### src/rtl/hack_ctrl.sv
// hack_ctrl: multi-cycle controller for a Hack-style CPU. It fetches
// instructions over a req/ack port, drives an external ALU, and reads and
// writes data memory over a second req/ack port.
//
// Handshake semantics (both ports): a req is asserted with its address and
// data stable and held until the cycle in which the matching ack is sampled
// high on a rising clock edge. That edge completes the transfer. An ack that
// arrives while its req is low is ignored. instr_req and mem_req are never
// high together.
//
// Optional feature: define HACK_CTRL_HALT_DETECT_EN to detect the
// "@here-1; 0;JMP" idle loop and park in a HALT state (halted=1).
// Without the macro, halted is tied low and such loops simply run.
//
// state_q is a plain enum register, so checkers can bind to it directly.
module hack_ctrl (
  input  logic        clk,
  input  logic        rst_n,
  output logic        instr_req,
  output logic [14:0] instr_addr,
  input  logic        instr_ack,
  input  logic [15:0] instr_data,
  output logic        mem_req,
  output logic        mem_we,
  output logic [14:0] mem_addr,
  output logic [15:0] mem_wdata,
  input  logic [15:0] mem_rdata,
  input  logic        mem_ack,
  output logic [15:0] alu_x,
  output logic [15:0] alu_y,
  output logic        alu_zx,
  output logic        alu_nx,
  output logic        alu_zy,
  output logic        alu_ny,
  output logic        alu_f,
  output logic        alu_no,
  input  logic [15:0] alu_out,
  input  logic        alu_zr,
  input  logic        alu_ng,
  output logic [14:0] pc,
  output logic        halted
);

  typedef enum logic [2:0] {
    S_FETCH,
    S_DECODE,
    S_MREAD,
    S_EXEC,
    S_MWRITE,
    S_COMMIT
`ifdef HACK_CTRL_HALT_DETECT_EN
    , S_HALT
`endif
  } state_t;

  state_t      state_q, state_d;
  logic [15:0] a_q, d_q, ir_q, m_q, r_q;
  logic [14:0] pc_q;
  logic        zr_q, ng_q;
  logic [14:0] pc_inc;
  logic        jmp;
  logic        halt_hit;

  assign pc_inc = pc_q + 15'd1;

  // The jump test uses the flags captured in EXEC for this same instruction.
  assign jmp = (ir_q[2] & ng_q) | (ir_q[1] & zr_q) | (ir_q[0] & ~zr_q & ~ng_q);

`ifdef HACK_CTRL_HALT_DETECT_EN
  // Set by an A-instruction, cleared by every C-instruction commit. It marks
  // that the instruction committed just before this one was an A-instruction.
  logic prev_a_q;

  // Idle-loop detector: an unconditional jump back onto the A-instruction
  // that loaded its own target.
  assign halt_hit = (ir_q[2:0] == 3'b111) && (a_q[14:0] == (pc_q - 15'd1)) && prev_a_q;

  // Track whether the last committed instruction was an A-instruction.
  always_ff @(posedge clk or negedge rst_n) begin
    if (!rst_n) begin
      prev_a_q <= 1'b0;
    end else if (state_q == S_DECODE && !ir_q[15]) begin
      prev_a_q <= 1'b1;
    end else if (state_q == S_COMMIT) begin
      prev_a_q <= 1'b0;
    end
  end

  assign halted = (state_q == S_HALT);
`else
  assign halt_hit = 1'b0;
  assign halted   = 1'b0;
`endif

  // State register.
  always_ff @(posedge clk or negedge rst_n) begin
    if (!rst_n) begin
      state_q <= S_FETCH;
    end else begin
      state_q <= state_d;
    end
  end

  // Next-state logic.
  always_comb begin
    state_d = state_q;
    case (state_q)
      S_FETCH:  if (instr_ack) state_d = S_DECODE;
      S_DECODE: begin
        if (!ir_q[15])     state_d = S_FETCH;
        else if (ir_q[12]) state_d = S_MREAD;
        else               state_d = S_EXEC;
      end
      S_MREAD:  if (mem_ack) state_d = S_EXEC;
      S_EXEC:   state_d = ir_q[3] ? S_MWRITE : S_COMMIT;
      S_MWRITE: if (mem_ack) state_d = S_COMMIT;
      S_COMMIT: begin
`ifdef HACK_CTRL_HALT_DETECT_EN
        state_d = halt_hit ? S_HALT : S_FETCH;
`else
        state_d = S_FETCH;
`endif
      end
`ifdef HACK_CTRL_HALT_DETECT_EN
      S_HALT:   state_d = S_HALT;
`endif
      default:  state_d = S_FETCH;
    endcase
  end

  // Datapath registers. Each update happens only in the state that owns it,
  // so a reset in the middle of a handshake leaves nothing half-committed.
  always_ff @(posedge clk or negedge rst_n) begin
    if (!rst_n) begin
      a_q  <= '0;
      d_q  <= '0;
      pc_q <= '0;
      ir_q <= '0;
      m_q  <= '0;
      r_q  <= '0;
      zr_q <= 1'b0;
      ng_q <= 1'b0;
    end else begin
      case (state_q)
        S_FETCH:  if (instr_ack) ir_q <= instr_data;
        S_DECODE: begin
          if (!ir_q[15]) begin
            a_q  <= {1'b0, ir_q[14:0]};
            pc_q <= pc_inc;
          end
        end
        S_MREAD:  if (mem_ack) m_q <= mem_rdata;
        S_EXEC: begin
          r_q  <= alu_out;
          zr_q <= alu_zr;
          ng_q <= alu_ng;
        end
        S_COMMIT: begin
          if (ir_q[5]) a_q <= r_q;
          if (ir_q[4]) d_q <= r_q;
          // The jump target is the A value from before this commit.
          pc_q <= jmp ? a_q[14:0] : pc_inc;
        end
        default: ;
      endcase
    end
  end

  // Bus outputs. Requests are qualified with rst_n so they drop the instant
  // reset asserts, even though the state register is already FETCH.
  always_comb begin
    instr_req  = rst_n && (state_q == S_FETCH);
    mem_req    = rst_n && ((state_q == S_MREAD) || (state_q == S_MWRITE));
    mem_we     = rst_n && (state_q == S_MWRITE);
    instr_addr = pc_q;
    mem_addr   = a_q[14:0];
    mem_wdata  = r_q;
  end

  // ALU operands always follow the operand mux; the function bits are live
  // only in EXEC.
  always_comb begin
    alu_x  = d_q;
    alu_y  = ir_q[12] ? m_q : a_q;
    alu_zx = 1'b0;
    alu_nx = 1'b0;
    alu_zy = 1'b0;
    alu_ny = 1'b0;
    alu_f  = 1'b0;
    alu_no = 1'b0;
    if (state_q == S_EXEC) begin
      {alu_zx, alu_nx, alu_zy, alu_ny, alu_f, alu_no} = ir_q[11:6];
    end
  end

  assign pc = pc_q;

endmodule

### config.mk
export PLATFORM = sky130hd
export DESIGN_NAME = hack_ctrl
export DESIGN_NICKNAME = d
export VERILOG_FILES = /design/src/rtl/hack_ctrl.sv
export SDC_FILE = /design/constraint.sdc
export NUM_CORES = 1
export LEC_CHECK = 0
export ABC_AREA = 1
export BUFFER_PORTS_ARGS = -buffer_cell sky130_fd_sc_hd__clkbuf_2
export CORE_ASPECT_RATIO = 1.4
export CORE_UTILIZATION = 50
export DETAILED_ROUTE_END_ITERATION = 8
export GPL_ROUTABILITY_DRIVEN = 0
export PLACE_DENSITY_LB_ADDON = 0.3
export SLEW_MARGIN = 20
export SYNTH_ARGS = -nofsm -noshare
export SYNTH_HDL_FRONTEND = slang
export SYNTH_SLANG_ARGS = --single-unit
### constraint.sdc
create_clock -name clk -period 4.2 [get_ports clk]
set_clock_uncertainty 0.2 [all_clocks]
set_input_delay 1.05 -clock clk [delete_from_list [all_inputs] [get_ports clk]]
set_output_delay 1.05 -clock clk [all_outputs]
set_load 0.02 [all_outputs]
* Word level (Yosys, flattened, before mapping) *
Index checks and enable logic that the tools add are counted.

storage, ports and cells
  register bits after elaboration = 100
  logic and storage cells = 60
  output and inout bits = 103
  input bits = 54

operators by class
  multiplexer cells = 20
  reductions and logical operators = 12
  bitwise operators = 8
  eq/ne operators = 10
  add/subtract/negate cells = 1

operator list
  kind                                                                   count
  16-bit two-way mux                                                     3
  16-bit case mux with 2 select lines                                    1
  15-bit two-way mux                                                     2
  15-bit case mux with 2 select lines                                    1
  15-bit by 1-bit adder with 15-bit output, second input constant        1
  3-bit case mux with 5 select lines                                     1
  2-bit != test, second input constant                                   5
  3-bit two-way mux                                                      3
  1-bit two-way mux                                                      8
  2-bit AND reduction                                                    4
  3-bit by 2-bit equality test with 1-bit output, second input constant  2
  3-bit equality test, second input constant                             2
  3-bit AND reduction                                                    2
  1-bit bitwise AND                                                      4
  3-bit by 1-bit equality test with 1-bit output, second input constant  1
  1-bit logical AND                                                      3
  3-bit zero test                                                        1
  2-bit two-way mux                                                      1
  1-bit NOT                                                              2
  1-bit bitwise OR                                                       2
  2-bit nonzero test                                                     1
  1-bit logical OR                                                       1

* Logic depth before layout (Yosys ltp) *
  word-level depth = 6
  depth in mapped cells = 9
  depth with buffers taken out = 9

* Worst setup path before layout *
OpenSTA, ideal clock, no wires.

  kind = in2out
  start = in rst_n
  end = out instr_req
  data arrival time = 1.387 ns
  slack = 1.563 ns
  buffers on the path = 0
  stages on the path = 2
  cell sequence = inv_1 nor2_1

between the ends
  word-level cells in the longest chain between the ends = 1

ends and longest elaborated chain
  element            RTL line  text
  from (decl)        18        input logic rst_n,
  1-bit logical AND  172       instr_req = rst_n && (state_q == S_FETCH);
  to (decl)          19        output logic instr_req,

No other way between the ends.

* Final worst setup path *
  start = reg state_q[2]
  end = out alu_no

between the ends
  word-level cells in the longest chain between the ends = 2

ends and longest elaborated chain
  element                                         RTL line  text
  from (decl)                                     56        state_t state_q, state_d;
  from (signal assigned)                          100       state_q <= state_d;
  3-bit by 2-bit equality test with 1-bit output  191       if (state_q == S_EXEC) begin
  1-bit two-way mux                               191
  to (decl)                                       36        output logic alu_no,

No other way between the ends.

==> impl_metrics.toml <==
[status]
status = "completed"

[synthesis]
postSynthAreaPerCell_sq_um = 8.56
ys.flop_type = "dfrtp_1"
yosysWarnings = 0
synth_top_area_share_pct = 50.7
syn_nets = 632
synth_largest_area_cell = "dfrtp_1"
synth_edf_count = 0
yosysSeqAreaShare_pct = 50.7
synthCells = 577
async_reset_ff_share_pct = 100
ys_ff_latch = 100
ys_types = 29
syn-cell-area_sq_mm = 0.00494
synth_area_leaders = "dfrtp_1 (51%), nand2_1 (9.2%), mux2_2 (6.2%), buf_4 (5.2%), o21ai_0 (5.0%)"

[finish]
post_route_cells_drive_above_1_share_pct = 29.7
antenna_cells = 0
layout-area-overhead-vs-synth_pct = 18.1
final_core_util_pct = 61.3
nFillCells = 855
nets = 746

[critical_path]
max_stage_delay_ns = 0.45
required_ns = 2.95
critPathLaunchType = "flip-flop"
worstPathArrival_ns = 1.81
r2r_setup_slack_ns = 1.73
critical_path.slowest_cell = "dfrtp_1"
r2r_cells = 6
endpoint_kind = "output port"
path_cells = "inv_2 > nand3_1 > nor2_1 > clkbuf_2"
r2r-end = "alu_x[15]"
cpLargestDelayFamily = "simple AND/OR/NAND/NOR gates"
critPathMaxFanout = 13
r2r_start = "state_q[1]"
cp_num_buf_inv = 2
path_class = "flip-flop to output port"

[route]
wire_per_inst_um = 14.9
first_pass_iters = 4
ant_nets = 0
drc = 0
drtIter0Drc = 297
vias_per_cell = 5.08
vias = 4207
routed_wl_mm = 12.3

[die]
start_util_pct = 51.9
die_width_um = 86.0
die-area_sq_mm = 0.0103
ios = 157
coreArea_sq_mm = 0.00951
fp-row-count = 42
die_height_um = 120

[clock_tree]
hold_buffers = 0
clk_latency_ns = 0.35
cts_resized = 0
cts_tree = "built"
htree_levels = 3
cts_buffers = 9
post_cts_buffers = 0
cts.sinks = 100
cts.clk_slew.worst_paths_ns = 0.06
clockRootBuffer = "clkbuf_16"
clockBufferDepth = 2

[pwr]
power.leakage_nw = 3.07
powerDensity_mw_per_mm2 = 848
finalPower_w = 0.00495
ir_worst_vdd_uv = 450

[hold_path]
hold_start = "alu_x[9]"
worstHoldEndpoint = "alu_x[9]"
hold_class = "flip-flop to flip-flop"
hold_depth = 2

[sta]
tightestPinTransition_ns = 0.938
min_period_ns = 3.06
max_slew_margin_pct = 37.3
fin_tns_setup_ns = 0
holdWs_ns = 0.296
rsz0062_at_grt = "no"
drv_slew = 0
hold_violations = 0
post-route-period-util_pct = 72.8
max_freq_mhz = 327
final-setup-viol-count = 0
setup_ws_ns = 1.14

[job]
cap_violations = 0

[place]
dp_hpwl_mm = 9.08
numPortBuffers = 155
pre_cts_ws_ns = 1.12

[global_routing]
antenna_found_initial = 0
grt_pass1_vias = 3984
grt_pass1_wl_mm = 19.6
grt_util_all_layers_pct = 25.1
grt_overflow_total = 0
grt_max_degree = 80
-- state kept, by name, indices dropped and copies added (netlist names), 3 cells and up --
signal / cells
a_q: 16
alu_x: 16
instr_addr: 15
ir_q: 16
m_q: 16
mem_wdata: 16
state_q: 3
-- cell usage in the layout, fill, tap and decap left out, types with 3 or more instances in the layout --
master	synthesis	routed
clkbuf_1	12	4
o21ai_0	49	49
buf_4	34	4
o21ai_1	3	3
nor2_1	51	51
clkbuf_2	0	154
nand2_1	121	121
inv_1	62	62
o211ai_1	15	15
mux2_2	27	27
nand3_1	44	44
a21oi_1	25	25
dfrtp_1	100	100
nor3_1	3	3
nand4_1	4	4
inv_2	3	3
clkbuf_16	0	9
-- worst max-delay path by stage --
stage	from	end	slack (ns)	depth (start not counted)
finish	state_q[2]	alu_no	1.14	4
global route	state_q[2]	alu_no	0.98	4
global placement	rst_n	mem_we	1.18	4
CTS	rst_n	mem_req	1.12	4
detailed placement	rst_n	mem_req	1.12	4
floorplan	rst_n	instr_req	1.56	2
-- report_power, final --
group / internal [W] / total (W) / switching [W]
clock network: 0.000417 / 0.000754 / 0.000337
logic: 0.000783 / 0.00238 / 0.00160
registers: 0.00142 / 0.00182 / 0.000393
-- area by class of cell --
cell class                 instances  area (sq um)  share of cell area, %
sequential                       100          2500                   42.9
clock inverter                     2          10.0                  0.172
clock buffer                      14           254                   4.36
tap                              132           165                   2.83
timing repair buffer             159           821                   14.1
inverter                          65           244                   4.18
multi-input combinational        356          1840                   31.5
-- per-stage QoR --
step                area [sq um]  instances
finish                      5830        828
global route                5830        828
CTS                         5810        827
detailed placement          5550        811
global placement            5550        811
floorplan                   4940        577
-- worst min-delay path, delay by kind of cell, from the launching register on --
family          cells  cell delay [ns]
flops               1             0.35
compound gates      1             0.06
simple gates        1             0.05
-- Yosys cell counts, drive strengths merged (2+ instances only) --
| cell type | instances |
|---|---|
| buf | 44 |
| o211ai | 15 |
| nand4 | 4 |
| o21ai | 53 |
| clkbuf | 12 |
| mux2 | 27 |
| inv | 65 |
| a21oi | 25 |
| dfrtp | 100 |
| nand3 | 45 |
| nand3b | 2 |
| nor2 | 53 |
| nor3 | 4 |
| nand2 | 122 |
-- logic make-up (layout without fill, tap and decap cells) --
group | count (synthesis) | count (layout) | synth area share, %
other cells | 1 | 1 | 0.0759
xor+xnor | 2 | 2 | 0.355
compound gates | 95 | 95 | 10.7
mux | 27 | 27 | 6.16
buf+inv | 121 | 240 | 12.2
fa+ha+maj | 1 | 1 | 0.253
simple gates | 230 | 230 | 19.6
flops | 100 | 100 | 50.7
-- layer usage --
layer | GRT usage (%) | routed length, um | vias up
li1 | - | - | 2060
met1 | 30.8 | 4980 | 1998
met2 | 42.9 | 6470 | 123
met3 | 4.40 | 476 | 26
met4 | 11.0 | 388 | 0
met5 | 0 | 0 | -
No activity file was read; power rests on OpenSTA's default activity.
